$ cat src/rtl/ball_physics.sv
// ball_physics
// ----------------------------------------------------------------------------
// Ball motion engine for a two-paddle playfield. The ball waits at centre
// during a serve delay and then steps one cell per move period. It bounces
// off the top and bottom walls and off either paddle, and scores when it
// leaves through the left or right edge. Each paddle return shortens the
// move period down to a floor. A registered draw flag marks the ball cell
// for the scan position that was presented on the previous clock.
//
// Ports
//   i_Clk            sole clock, rising edge
//   i_Rst_L          asynchronous active-low reset
//   i_Game_Active    level; low returns the engine to IDLE
//   i_Col_Count_Div  scan column in game units
//   i_Row_Count_Div  scan row in game units
//   i_Paddle_Y_P1    top row of the left paddle (column 0)
//   i_Paddle_Y_P2    top row of the right paddle (column GAME_WIDTH-1)
//   o_Draw_Ball      ball cell at the scan position, one clock latency
//   o_Ball_X         ball column
//   o_Ball_Y         ball row
//   o_Score_P1       one-clock pulse: ball left through the right edge
//   o_Score_P2       one-clock pulse: ball left through the left edge
//   o_Hit            one-clock pulse: paddle return
//
// State  | meaning
// -------+------------------------------------------------------------
// IDLE   | game inactive; ball parked at centre, period at serve speed
// SERVE  | ball held at centre for SERVE_DELAY clocks
// PLAY   | ball moves one cell every Period clocks
// ----------------------------------------------------------------------------
module ball_physics #(
    parameter int GAME_WIDTH    = 40,
    parameter int GAME_HEIGHT   = 30,
    parameter int COORD_W       = 6,
    parameter int PADDLE_HEIGHT = 6,
    parameter int SPEED_START   = 1250000,
    parameter int SPEED_STEP    = 125000,
    parameter int SPEED_MIN     = 250000,
    parameter int SERVE_DELAY   = 25000000
) (
    input  logic               i_Clk,
    input  logic               i_Rst_L,
    input  logic               i_Game_Active,
    input  logic [COORD_W-1:0] i_Col_Count_Div,
    input  logic [COORD_W-1:0] i_Row_Count_Div,
    input  logic [COORD_W-1:0] i_Paddle_Y_P1,
    input  logic [COORD_W-1:0] i_Paddle_Y_P2,
    output logic               o_Draw_Ball,
    output logic [COORD_W-1:0] o_Ball_X,
    output logic [COORD_W-1:0] o_Ball_Y,
    output logic               o_Score_P1,
    output logic               o_Score_P2,
    output logic               o_Hit
);

    // One counter serves both the serve delay and the move period, so it is
    // sized for whichever of the two is longer.
    localparam int CNT_MAX = (SERVE_DELAY > SPEED_START) ? SERVE_DELAY : SPEED_START;
    localparam int CNT_W   = $clog2(CNT_MAX + 1);
    localparam int PER_W   = $clog2(SPEED_START + 1);

    localparam logic [COORD_W-1:0] X_CENTRE  = COORD_W'(GAME_WIDTH / 2);
    localparam logic [COORD_W-1:0] Y_CENTRE  = COORD_W'(GAME_HEIGHT / 2);
    localparam logic [COORD_W-1:0] X_LAST    = COORD_W'(GAME_WIDTH - 1);
    localparam logic [COORD_W-1:0] X_HIT_R   = COORD_W'(GAME_WIDTH - 2);
    localparam logic [COORD_W-1:0] X_RET_R   = COORD_W'(GAME_WIDTH - 3);
    localparam logic [COORD_W-1:0] X_HIT_L   = COORD_W'(1);
    localparam logic [COORD_W-1:0] X_RET_L   = COORD_W'(2);
    localparam logic [COORD_W-1:0] Y_LAST    = COORD_W'(GAME_HEIGHT - 1);
    localparam logic [PER_W-1:0]   PER_START = PER_W'(SPEED_START);
    localparam logic [PER_W-1:0]   PER_FLOOR = PER_W'(SPEED_MIN);
    localparam logic [PER_W-1:0]   PER_STEP  = PER_W'(SPEED_STEP);
    localparam logic [CNT_W-1:0]   SERVE_END = CNT_W'(SERVE_DELAY - 1);
    localparam logic [COORD_W:0]   PAD_SPAN  = (COORD_W + 1)'(PADDLE_HEIGHT - 1);

    typedef enum logic [1:0] {
        IDLE  = 2'd0,
        SERVE = 2'd1,
        PLAY  = 2'd2
    } state_t;

    state_t               state, state_next;
    logic [COORD_W-1:0]   ball_x, ball_x_next;
    logic [COORD_W-1:0]   ball_y, ball_y_next;
    logic                 dir_x, dir_x_next;
    logic                 dir_y, dir_y_next;
    logic [PER_W-1:0]     period, period_next;
    logic [CNT_W-1:0]     cnt, cnt_next;
    logic                 draw_q, draw_next;
    logic                 score_p1_q, score_p1_next;
    logic                 score_p2_q, score_p2_next;
    logic                 hit_q, hit_next;

    logic                 tick;
    logic                 on_p1;
    logic                 on_p2;
    logic [COORD_W:0]     y_ext;
    logic [COORD_W:0]     p1_top, p1_bot;
    logic [COORD_W:0]     p2_top, p2_bot;
    logic [PER_W-1:0]     period_faster;

    // Paddle span compare is done one bit wider so a paddle near the bottom
    // of the coordinate range cannot wrap around and catch a ball near row 0.
    assign y_ext  = {1'b0, ball_y};
    assign p1_top = {1'b0, i_Paddle_Y_P1};
    assign p1_bot = p1_top + PAD_SPAN;
    assign p2_top = {1'b0, i_Paddle_Y_P2};
    assign p2_bot = p2_top + PAD_SPAN;
    assign on_p1  = (y_ext >= p1_top) && (y_ext <= p1_bot);
    assign on_p2  = (y_ext >= p2_top) && (y_ext <= p2_bot);

    assign tick = (cnt == (CNT_W'(period) - CNT_W'(1)));

    // Compared in full integer width so the subtraction can never underflow.
    assign period_faster = (int'(period) >= SPEED_MIN + SPEED_STEP) ?
                           (period - PER_STEP) : PER_FLOOR;

    always_comb begin
        state_next    = state;
        ball_x_next   = ball_x;
        ball_y_next   = ball_y;
        dir_x_next    = dir_x;
        dir_y_next    = dir_y;
        period_next   = period;
        cnt_next      = cnt;
        score_p1_next = 1'b0;
        score_p2_next = 1'b0;
        hit_next      = 1'b0;
        draw_next     = (i_Col_Count_Div == ball_x) && (i_Row_Count_Div == ball_y);

        if (!i_Game_Active) begin
            state_next  = IDLE;
            ball_x_next = X_CENTRE;
            ball_y_next = Y_CENTRE;
            period_next = PER_START;
            cnt_next    = '0;
        end else begin
            case (state)
                IDLE: begin
                    state_next  = SERVE;
                    ball_x_next = X_CENTRE;
                    ball_y_next = Y_CENTRE;
                    period_next = PER_START;
                    cnt_next    = '0;
                end

                SERVE: begin
                    ball_x_next = X_CENTRE;
                    ball_y_next = Y_CENTRE;
                    period_next = PER_START;
                    if (cnt == SERVE_END) begin
                        state_next = PLAY;
                        cnt_next   = '0;
                    end else begin
                        cnt_next = cnt + CNT_W'(1);
                    end
                end

                PLAY: begin
                    if (!tick) begin
                        cnt_next = cnt + CNT_W'(1);
                    end else begin
                        cnt_next = '0;

                        if (dir_y && (ball_y == Y_LAST)) begin
                            dir_y_next  = 1'b0;
                            ball_y_next = ball_y - COORD_W'(1);
                        end else if (!dir_y && (ball_y == '0)) begin
                            dir_y_next  = 1'b1;
                            ball_y_next = ball_y + COORD_W'(1);
                        end else if (dir_y) begin
                            ball_y_next = ball_y + COORD_W'(1);
                        end else begin
                            ball_y_next = ball_y - COORD_W'(1);
                        end

                        // Horizontal decisions use the pre-move row, so a
                        // wall bounce and a paddle return can share a tick.
                        if (!dir_x) begin
                            if ((ball_x == X_HIT_L) && on_p1) begin
                                dir_x_next  = 1'b1;
                                ball_x_next = X_RET_L;
                                period_next = period_faster;
                                hit_next    = 1'b1;
                            end else if (ball_x == '0) begin
                                score_p2_next = 1'b1;
                                dir_x_next    = 1'b1;
                                state_next    = SERVE;
                                ball_x_next   = X_CENTRE;
                                ball_y_next   = Y_CENTRE;
                                period_next   = PER_START;
                            end else begin
                                ball_x_next = ball_x - COORD_W'(1);
                            end
                        end else begin
                            if ((ball_x == X_HIT_R) && on_p2) begin
                                dir_x_next  = 1'b0;
                                ball_x_next = X_RET_R;
                                period_next = period_faster;
                                hit_next    = 1'b1;
                            end else if (ball_x == X_LAST) begin
                                score_p1_next = 1'b1;
                                dir_x_next    = 1'b0;
                                state_next    = SERVE;
                                ball_x_next   = X_CENTRE;
                                ball_y_next   = Y_CENTRE;
                                period_next   = PER_START;
                            end else begin
                                ball_x_next = ball_x + COORD_W'(1);
                            end
                        end
                    end
                end

                default: begin
                    state_next  = IDLE;
                    ball_x_next = X_CENTRE;
                    ball_y_next = Y_CENTRE;
                    period_next = PER_START;
                    cnt_next    = '0;
                end
            endcase
        end
    end

    always_ff @(posedge i_Clk or negedge i_Rst_L) begin
        if (!i_Rst_L) begin
            state      <= IDLE;
            ball_x     <= X_CENTRE;
            ball_y     <= Y_CENTRE;
            dir_x      <= 1'b1;
            dir_y      <= 1'b1;
            period     <= PER_START;
            cnt        <= '0;
            draw_q     <= 1'b0;
            score_p1_q <= 1'b0;
            score_p2_q <= 1'b0;
            hit_q      <= 1'b0;
        end else begin
            state      <= state_next;
            ball_x     <= ball_x_next;
            ball_y     <= ball_y_next;
            dir_x      <= dir_x_next;
            dir_y      <= dir_y_next;
            period     <= period_next;
            cnt        <= cnt_next;
            draw_q     <= draw_next;
            score_p1_q <= score_p1_next;
            score_p2_q <= score_p2_next;
            hit_q      <= hit_next;
        end
    end

    assign o_Draw_Ball = draw_q;
    assign o_Ball_X    = ball_x;
    assign o_Ball_Y    = ball_y;
    assign o_Score_P1  = score_p1_q;
    assign o_Score_P2  = score_p2_q;
    assign o_Hit       = hit_q;

endmodule
$ cat config.mk
export PLATFORM = sky130hd
export DESIGN_NAME = ball_physics
export DESIGN_NICKNAME = d
export VERILOG_FILES = /design/src/rtl/ball_physics.sv
export SDC_FILE = /design/constraint.sdc
export NUM_CORES = 1
export LEC_CHECK = 0
export BUFFER_PORTS_ARGS = -buffer_cell sky130_fd_sc_hd__clkbuf_2
export CORE_UTILIZATION = 30
export CTS_BUF_LIST = sky130_fd_sc_hd__clkbuf_16
export DETAILED_ROUTE_END_ITERATION = 6
export SLEW_MARGIN = 20
export SYNTH_ARGS = -nofsm -noshare
export SYNTH_HDL_FRONTEND = slang
export SYNTH_SLANG_ARGS = --single-unit
$ cat constraint.sdc
create_clock -name i_Clk -period 4.6 [get_ports i_Clk]
set_input_delay 0.23 -clock i_Clk [delete_from_list [all_inputs] [get_ports i_Clk]]
set_output_delay 0.23 -clock i_Clk [all_outputs]
set_load 0.01 [all_outputs]
==> run summary <==
The total routed wirelength came out at 15.3 mm. During synthesis, Yosys emitted a total of 0 warnings. The total number of vias is 5182. The flop and latch count out of synthesis came out at 66. The uppermost layer routed is met4.

The mean instance size in the synthesized netlist came out at 8.33 um^2. The total negative setup slack is 0 ns. The clock root buffer master is clkbuf_16. The master of the slowest instance on the critical path is or3_1. The vertical die dimension came out at 140 um. The post-layout net count is 780. The via density per instance is 5.45. The routed wire length on met3 came out at 653 um. TritonCTS built the clock tree. The remaining max-slew budget at the tightest pin came out at 33.6%. The first-pass GRT wire length came out at 25.6 mm.

Traced cell by cell, the critical path runs through inv_1 > ha_1 > nor4b_2 > nand4_1 > xnor2_1 > nand4b_1 > or4_4 > or3_1 > o41a_1 > or3_1. For this design the top-level I/O count stands at 43. The starting density of the core is 30.5%. The maximum net fanout on the critical path is 15. The total congestion overflow came out at 0. The H-tree generated during clock tree synthesis spans 3 levels. The relative area change from synthesis to final layout is 13.0%. Once detail routing completed, the nets flagged for antenna violations numbered 0. For this run, the top clock speed supported by timing is 251 MHz. The setup clock skew after layout came out at 0.00514 ns.

The hold slack is 0.0833 ns. For this run, the slowest stage of the critical path takes 0.62 ns. The number of sinks driven by the clock tree came out at 66. The number of hold buffers added after CTS was 0. The HPWL after detailed placement came out at 11.2 mm. The number of violations of the max-capacitance limit came out at 0. The number of cells on the critical path came out at 10.

The critical path arrival came out at 4.23 ns. The site row count is 50. The routed length on met1 came out at 7.53 mm. The transition at the pin with the smallest max-transition slack is 0.988 ns. The number of failing setup endpoints in the final timing report is 0.

The cell count after synthesis is 685. The register-to-register setup slack came out at 0.62 ns. The total die area came out at 19600 um^2. Dividing total power by cell area gives a power density of 249 nW/um^2. Among the stages of the critical path, the cell type that occurs most often is or3_1.

The post-CTS clock slew at the launch and capture registers of the worst setup and hold paths came out at 0.05 ns. The worst ir drop on vdd came out at 0.129 mV. The number of max-slew violations in the final report came out at 0. The worst path in the final design needs a cycle of 3.98 ns, including I/O delays and setup. Of the cells placed in the final design, the portion with a size suffix greater than 1 is 14.2%.

On the critical path the largest part of the delay comes from simple AND/OR/NAND/NOR gates. The type of the worst setup path is reg2reg. The largest buffer count on any clock path is 2. The netlist area before placement is 5710 um^2.

The most used flip-flop cell after synthesis is dfrtp_1. The all-layer global routing usage came out at 16.3%. The horizontal die dimension is 140 um. The flow ran to the end, and the final reports show no timing, DRC or antenna violations.

The count of different cell masters after synthesis is 72. The antenna cell count came out at 0. The pre-antenna-repair detailed-routing pass consisted of 5 iterations. The routed wire length on met2 is 7.00 mm.

The clock reaches the later pin of the worst-skew pair after 0.33 ns. Sequential cells were found to cover 29.3% of the synthesized design area. The number of global-route vias before repair was 4841. The number of DRC violations after detailed routing came out at 0. Once the clock tree was built, the resizer swapped 0 gates to a different size.

The count of buffers added by post-CTS timing repair for setup is 0. The end of the worst register-to-register path is period[20]$_DFFE_PN1P_. The standard cell core area came out at 18700 um^2. The wire length per cell came out at 16.1 um.

The initial detailed-routing violation count is 463. The maximum number of pins on one net before global-route repair came out at 67. The static power due to leakage is 2.62 nW.

The depth of the worst register-to-register path is 10. The post-route clock period utilization is 86.5%. In this run, CTS created clock tree buffers numbering 9. The final-report hold violation count is 0.

The required time at the worst-slack endpoint is 4.86 ns. The worst register-to-register path begins at period[3]$_DFFE_PN0P_. The weighted congestion reported at the end of routability-driven placement came out at 0.884.

The worst setup path is launched from a register. The initial antenna violation count was 0. STA classifies the critical path endpoint as a register. Setup repair after global routing left no endpoint under its margin. The buffer and inverter count on the worst path came out at 1.

The number of input and output port buffers inserted is 42. The number of enable-type register cells in the synthesized netlist came out at 0. The worst hold path belongs to the class in2async. The number of nets handed over by synthesis was 753. The post-synthesis async set-or-reset flop share came out at 100%.
==> power breakdown <==
| group | switching [mW] | internal, mW |
|---|---|---|
| sequential | 0.0116 | 0.592 |
| clock | 0.255 | 0.469 |
| combinational | 0.196 | 0.0843 |
==> placed cells by master (no fill, tap or decap), types with 4 or more instances in the layout <==
cell       count
dfstp_2       16
o21ai_0       24
mux2i_1        8
a21oi_1       22
o2111ai_1      4
and3_1        10
o21bai_1       4
a21o_1        12
buf_4         10
o21ai_1        4
o22ai_1        4
a31oi_1        9
nor3_1        53
nor2_1        42
o31ai_1        5
clkbuf_16      9
a2111oi_0      6
nor4_1        13
o211ai_1       4
nand4_1       10
ha_1          41
nand3_1       34
a211oi_1      12
or3_1         14
or2_2          5
a211o_1        5
nor3b_1        6
nand2_1       49
nand2b_1       7
and4_1         4
clkbuf_2      41
inv_1         38
dfrtp_1       50
nor2b_1        8
and2_1         6
xnor2_1       46
xor2_1        23
==> worst max path at each step <==
stage                             from                endpoint  slack [ns]
3_3_place_gp     period[3]$_DFFE_PN0P_  period[20]$_DFFE_PN1P_        0.77
4_1_cts          period[3]$_DFFE_PN0P_  period[20]$_DFFE_PN1P_        0.64
2_1_floorplan  o_Ball_Y[0]$_DFFE_PN1P_   period[3]$_DFFE_PN0P_        1.01
6_report         period[3]$_DFFE_PN0P_  period[20]$_DFFE_PN1P_        0.62
3_5_place_dp     period[3]$_DFFE_PN0P_  period[20]$_DFFE_PN1P_        0.65
5_1_grt          period[3]$_DFFE_PN0P_  period[20]$_DFFE_PN1P_        0.36
==> layout make-up <==
cell class | instances | area, um^2
repair buffers | 52 | 285
well taps | 234 | 293
clock buffers | 9 | 225
multi-input cells | 547 | 3750
clock inverters | 7 | 86.3
inverters | 36 | 135
flip-flops and latches | 66 | 1670
fillers | 1915 | 12300
==> metal layers <==
| layer | vias up | global-route usage (%) |
|---|---|---|
| li1 | 2565 | - |
| met5 | - | 0 |
| met1 | 2497 | 23.3 |
| met4 | 0 | 4.74 |
| met3 | 11 | 2.22 |
| met2 | 109 | 25.4 |
==> flip-flops by register name (all words and copies together) (netlist names) <==
signal,cells
cnt,25
period,21
o_Ball_X,6
o_Ball_Y,6
state,2
dir_x,1
dir_y,1
o_Draw_Ball,1
o_Hit,1
o_Score_P1,1
o_Score_P2,1
==> cell usage after synthesis (3+ instances only) <==
cell | number | area (um^2)
nand4_1 | 10 | 62.6
o31ai_1 | 5 | 37.5
and3_1 | 10 | 62.6
o211ai_1 | 4 | 30.0
a211o_1 | 5 | 43.8
clkbuf_1 | 25 | 93.8
nand2b_1 | 7 | 43.8
a21oi_1 | 22 | 110
nor4_1 | 14 | 87.6
nor3b_1 | 6 | 45.0
inv_1 | 36 | 135
a21o_1 | 12 | 90.1
o32ai_1 | 3 | 26.3
a31oi_1 | 9 | 56.3
buf_2 | 9 | 45.0
o21ai_0 | 24 | 120
or3_1 | 14 | 87.6
o21bai_1 | 4 | 30.0
mux2_2 | 3 | 33.8
mux2i_1 | 8 | 80.1
a22oi_1 | 3 | 22.5
nand2_1 | 49 | 184
ha_1 | 41 | 513
dfrtp_1 | 50 | 1250
nor3_1 | 53 | 265
o2111ai_1 | 4 | 35.0
nor2b_1 | 8 | 50.1
xnor2_1 | 46 | 403
dfstp_2 | 16 | 420
o22ai_1 | 4 | 25.0
nor2_1 | 42 | 158
nand3_1 | 34 | 170
a2111oi_0 | 6 | 52.6
a211oi_1 | 12 | 90.1
xor2_1 | 23 | 201
and4_1 | 4 | 35.0
and2_1 | 6 | 37.5
o21a_1 | 3 | 22.5
o2bb2ai_1 | 3 | 26.3
or2_2 | 5 | 31.3
o21ai_1 | 4 | 20.0
==> through the flow <==
step	total power [mW]	setup WS (ns)	util (%)	std cells	cell area, um^2
2_1_floorplan	0.793	1.01	-	685	5710
3_3_place_gp	0.893	0.767	32.8	935	6140
3_5_place_dp	0.895	0.652	32.8	935	6140
4_1_cts	1.62	0.641	34.5	951	6450
5_1_grt	1.67	0.360	34.5	951	6450
6_report	1.61	0.620	34.5	951	6450
==> cell families after synthesis <==
| logic type | count (synthesis) | synth area share, % |
|---|---|---|
| buffers and inverters | 72 | 5.06 |
| adder cells (fa/ha/maj) | 41 | 8.99 |
| multiplexers | 11 | 2.00 |
| flip-flops | 66 | 29.3 |
| AND/OR/NAND/NOR | 278 | 26.0 |
| XOR/XNOR | 69 | 10.6 |
| AO/OA/AOI/OAI | 148 | 18.0 |
Note: power is estimated with default switching activity, not from simulation.
